## src/rtl/pair_xor_accum.sv

```systemverilog
// Streaming pair-difference/XOR accumulator: per-beat f and parity are folded
// across a packet and reported once per packet with its saturating beat count.
module pair_xor_accum #(
  parameter int WIDTH = 16,
  parameter int CNT_W = 8
) (
  input  logic             clk,
  input  logic             rst,
  input  logic             in_valid,
  output logic             in_ready,
  input  logic [WIDTH-1:0] in_data,
  input  logic             in_last,
  output logic             out_valid,
  input  logic             out_ready,
  output logic             out_f,
  output logic             out_par,
  output logic [CNT_W-1:0] out_beats
);

  localparam int PAIRS = WIDTH / 2;
  localparam logic [CNT_W-1:0] CNT_MAX = '1;

  logic [PAIRS-1:0] pair_x;
  logic             beat_f;
  logic             beat_p;

  logic             s1_valid;
  logic             s1_last;
  logic             s1_f;
  logic             s1_p;
  logic             s1_adv;
  logic             accept;

  logic             acc_f;
  logic             acc_p;
  logic [CNT_W-1:0] cnt;
  logic [CNT_W-1:0] cnt_inc;

  always_comb begin
    pair_x = '0;
    for (int i = 0; i < PAIRS; i++) begin
      pair_x[i] = in_data[2*i] ^ in_data[2*i+1];
    end
  end

  assign beat_f = in_data[0] ^ (&pair_x);
  assign beat_p = ^in_data;

  // A last beat may only leave S1 when the result register is free or retiring.
  assign s1_adv   = s1_valid & (~s1_last | ~out_valid | out_ready);
  assign in_ready = ~s1_valid | s1_adv;
  assign accept   = in_valid & in_ready;
  assign cnt_inc  = (cnt == CNT_MAX) ? cnt : cnt + 1'b1;

  always_ff @(posedge clk) begin
    if (rst) begin
      s1_valid <= 1'b0;
      s1_last  <= 1'b0;
      s1_f     <= 1'b0;
      s1_p     <= 1'b0;
    end else if (accept) begin
      s1_valid <= 1'b1;
      s1_last  <= in_last;
      s1_f     <= beat_f;
      s1_p     <= beat_p;
    end else if (s1_adv) begin
      s1_valid <= 1'b0;
    end
  end

  always_ff @(posedge clk) begin
    if (rst) begin
      acc_f     <= 1'b0;
      acc_p     <= 1'b0;
      cnt       <= '0;
      out_valid <= 1'b0;
      out_f     <= 1'b0;
      out_par   <= 1'b0;
      out_beats <= '0;
    end else begin
      if (s1_adv && s1_last) begin
        out_f     <= acc_f ^ s1_f;
        out_par   <= acc_p ^ s1_p;
        out_beats <= cnt_inc;
        out_valid <= 1'b1;
        acc_f     <= 1'b0;
        acc_p     <= 1'b0;
        cnt       <= '0;
      end else begin
        if (s1_adv) begin
          acc_f <= acc_f ^ s1_f;
          acc_p <= acc_p ^ s1_p;
          cnt   <= cnt_inc;
        end
        if (out_valid && out_ready) begin
          out_valid <= 1'b0;
        end
      end
    end
  end

endmodule

```

## config.mk

```make
export PLATFORM = sky130hd
export DESIGN_NAME = pair_xor_accum
export DESIGN_NICKNAME = d
export VERILOG_FILES = /design/src/rtl/pair_xor_accum.sv
export SDC_FILE = /design/constraint.sdc
export NUM_CORES = 1
export LEC_CHECK = 0
export ABC_CLOCK_PERIOD_IN_PS = 5750
export CORE_MARGIN = 4
export CORE_UTILIZATION = 51
export DETAILED_ROUTE_END_ITERATION = 8
export MAX_ROUTING_LAYER = met4
export PLACE_DENSITY_LB_ADDON = 0.15
export SETUP_SLACK_MARGIN = 0.2
export SLEW_MARGIN = 0
export SYNTH_ARGS = -nofsm -noshare
export SYNTH_HDL_FRONTEND = slang
export SYNTH_SLANG_ARGS = --single-unit
```

## constraint.sdc

```tcl
create_clock -name clk -period 5.75 [get_ports clk]
set_input_delay 0.575 -clock clk [delete_from_list [all_inputs] [get_ports clk]]
set_output_delay 0.575 -clock clk [all_outputs]
set_load 0.05 [all_outputs]
```

==> flow_metrics.tcl <==
set metrics [dict create \
    outcome "complete, no violations" \
    reg2reg_slack_ns 3.86 \
    synth-edff-count 0 \
    yosysSeqAreaShare_pct 39.0 \
    path_clk_slew_ns 0.14 \
    clock_latency_ns 0.32 \
    synthMuxAreaShare_pct 0 \
    critical-path-top-delay-family "buffers and inverters" \
    syn_area_um2 1280 \
    syn2layout_area_growth_pct 26.9 \
    cp-end-kind "output pin" \
    diodes 0 \
    pre_cts_ws_ns 2.98 \
    viasPerCell 5.50 \
    start_kind "input pin" \
    drv_cap 0 \
    yosys_register_bits 25 \
    grt_pass1_vias 1023 \
    nets 204 \
    dp_cells 201 \
    setup.worst_path.start "out_ready" \
    dpl_cell_area_um2 1600 \
    switching_share_pct 27.2 \
    synth_async_sr_flop_share_pct 0 \
    synth_fa_ha_area_share_pct 4.88 \
    drive_above_1_share_pct 4.52 \
    grt_pass1_wl_um 4420 \
    cp.depth 5 \
    critPathArrivalTime_ns 2.20 \
    reg2regPathDepth 5 \
    grt_max_degree 18 \
    synth_top_family_by_area "simple AND/OR/NAND/NOR gates" \
    path_class "in2out" \
    finalNonFillerCells 205 \
    htreeDepth 1 \
    syn_inst 147 \
    initial_core_util_pct 55.8 \
    slowest_delay_ns 0.81 \
    cts_tree "yes" \
    rsz0062_at_grt "no" \
    ant_nets 0 \
    place_congestion 0.811 \
    highest_layer "met4" \
    ys_top_cells_by_area "dfxtp_1 39%, xor2_1 7.5%, xnor2_1 6.1%" \
    p_int_uw 241 \
    vdd_drop_max_uv 139 \
    numCtsBuffers 3 \
    clk_path_buf_depth 2 \
    path_cells "clkdlybuf4s50_1 -> nand2b_1 -> nor2_1 -> inv_1 -> clkdlybuf4s50_1" \
    nFillCells 191 \
    slew_violations 0 \
    synth_top_area_cell "dfxtp_1" \
    ys_warn_count 0 \
    antenna_found_initial 0 \
    critPathRequiredTime_ns 5.18 \
    crit_end "in_ready" \
    reg2reg_from "cnt[0]" \
    io_buffer_count 32 \
    clock_power_share_pct 23.2 \
    cts.root.buffer_cell "clkbuf_4" \
    postCtsSetupBuffers 0 \
    dp_hpwl_um 2080 \
    drt_first_pass_iters 4 \
    synth-simple-area-share_pct 21.3 \
    hold_buffers 0 \
    avgSynthCellArea_um2 8.72 \
    period_share_pct 48.3 \
    finalCriticalPeriod_ns 2.77 \
    grt_use_total_pct 16.7 \
    finalSetupViolCount 0 \
    drt_iter0_markers 36 \
    rows 17 \
    yosys.area_share.xor_xnor_pct 13.7 \
    skew_ns 0.00863 \
    chipWidth_um 58.1 \
    wl_per_cell_um 13.0 \
    post_cts_resized 0 \
    cts.sinks 25 \
    synth_flop_cell "dfxtp_1" \
    coreArea_um2 2300 \
    overflow 0 \
    synth_cell_types 33 \
    r2r_end "cnt[3]" \
    wl_met2_um 1330 \
    dieArea_um2 3380 \
    synth_fp_nets 173 \
    final_area_um2 1630 \
    hold_viol 0 \
    hold_class "reg2reg" \
    power_density_nw_per_um2 204 \
    combinationalPowerShare_pct 20.9 \
    yosys.area.top_type_share_pct 39.0 \
    cp_slowest_cell "clkdlybuf4s50_1" \
    sequentialPowerShare_pct 55.9 \
    path_buf_inv 3 \
    dr_wl_met3_um 149 \
    drc 0 \
    vias 1127 \
    leakage_uw 0.000565 \
    power_switching_uw 90.3 \
    wl_met1_um 1180 \
    path_max_fanout 4 \
    tns_ns 0 \
    synth-compound-area-share_pct 17.7 \
    die_height_um 58.1 \
    slew_headroom_pct 54.7 \
    cp_common_cell "clkdlybuf4s50_1" \
    drt-total-wl_um 2670 \
    fmax_mhz 360 \
    fin_ws_ns 2.98 \
    tightest_slew_ns 0.679 \
    ioPinCount 33 \
]
-- final cells by class --
type,count,area [um^2],area share (%)
Inverter,2,7.51,0.461
Multi-Input combinational cell,114,737,45.3
Clock inverter,1,5.00,0.307
Tap cell,28,35.0,2.15
Clock buffer,3,22.5,1.38
Sequential cell,25,500,30.7
Timing Repair Buffer,32,320,19.7
-- kinds of logic (layout without fill, tap and decap cells) --
family,Yosys count,count (layout)
and+or+nand+nor,55,55
adders and majority gates,5,5
xor gates and xnor gates,20,20
DFF,25,25
buffers and inverters,8,38
AOI/OAI and AO/OA,34,34
-- how the worst min path moves through the flow --
stage,startpoint,to,cells after the start
3_3_place_gp,out_beats[2],out_beats[2],2
3_5_place_dp,out_beats[6],out_beats[6],2
4_1_cts,out_beats[6],out_beats[6],2
6_report,out_beats[6],out_beats[6],2
2_1_floorplan,cnt[3],cnt[3],2
5_1_grt,out_beats[6],out_beats[6],2
-- power groups by stage --
stage	clock [uW]	combinational, uW	sequential [uW]
2_1_floorplan	0	37.0	195
3_3_place_gp	0	67.0	189
4_1_cts	78.6	70.2	186
5_1_grt	84.6	77.1	187
3_5_place_dp	0	70.0	190
6_report	76.9	69.2	186
-- metrics by stage --
| stage | utilization (%) | hold WS (ns) | power, uW |
|---|---|---|---|
| finish | 70.9 | 0.463 | 332 |
| detailed placement | 69.7 | 0.448 | 260 |
| global route | 70.9 | 0.482 | 348 |
| global placement | 69.7 | 0.444 | 256 |
| floorplan | - | 0.469 | 232 |
| CTS | 70.9 | 0.466 | 335 |
-- layer usage --
layer	track usage, %	vias up
met1	20.1	497
met4	3.97	0
met3	2.00	4
met2	29.4	39
met5	-	-
li1	-	587
-- state kept, by name, summed over array words and instances, names as in the netlist --
signal	count
out_valid	1
out_beats	8
acc_p	1
s1_valid	1
s1_p	1
acc_f	1
s1_f	1
s1_last	1
out_par	1
out_f	1
cnt	8
-- worst register-to-register path, stage by stage, from the launching register on --
cell and delay (ns):
dfxtp_1 0.39, ha_1 0.27, and3_1 0.30, and4_4 0.26
or4_1 0.47, a21oi_1 0.15
-- synth_stat cells (3+ instances only) --
master    instances
ha_1              5
nor3_1            4
nand2b_1          3
nand3_1           5
xor2_1           11
clkbuf_1          4
a21oi_1          12
a311oi_1          4
dfxtp_1          25
nand2_1          11
xnor2_1           9
nor2_1           18
a211oi_1          6
-- cells in the final DEF, fill, tap and decap left out, drive strengths merged, types with 2 or more instances in the layout --
| master | n |
|---|---|
| nand4 | 2 |
| a21o | 2 |
| and2 | 2 |
| ha | 5 |
| xor2 | 11 |
| clkbuf | 3 |
| a31oi | 2 |
| nor3 | 4 |
| o31ai | 2 |
| a311oi | 4 |
| a21oi | 12 |
| nand2b | 3 |
| clkdlybuf4s50 | 32 |
| nor2 | 18 |
| o211ai | 2 |
| o21ai | 2 |
| xnor2 | 9 |
| nand3 | 5 |
| and4 | 2 |
| nand3b | 2 |
| and3 | 2 |
| inv | 2 |
| dfxtp | 25 |
| a211oi | 6 |
| nand2 | 11 |
Note: power is estimated with default switching activity, not from simulation.
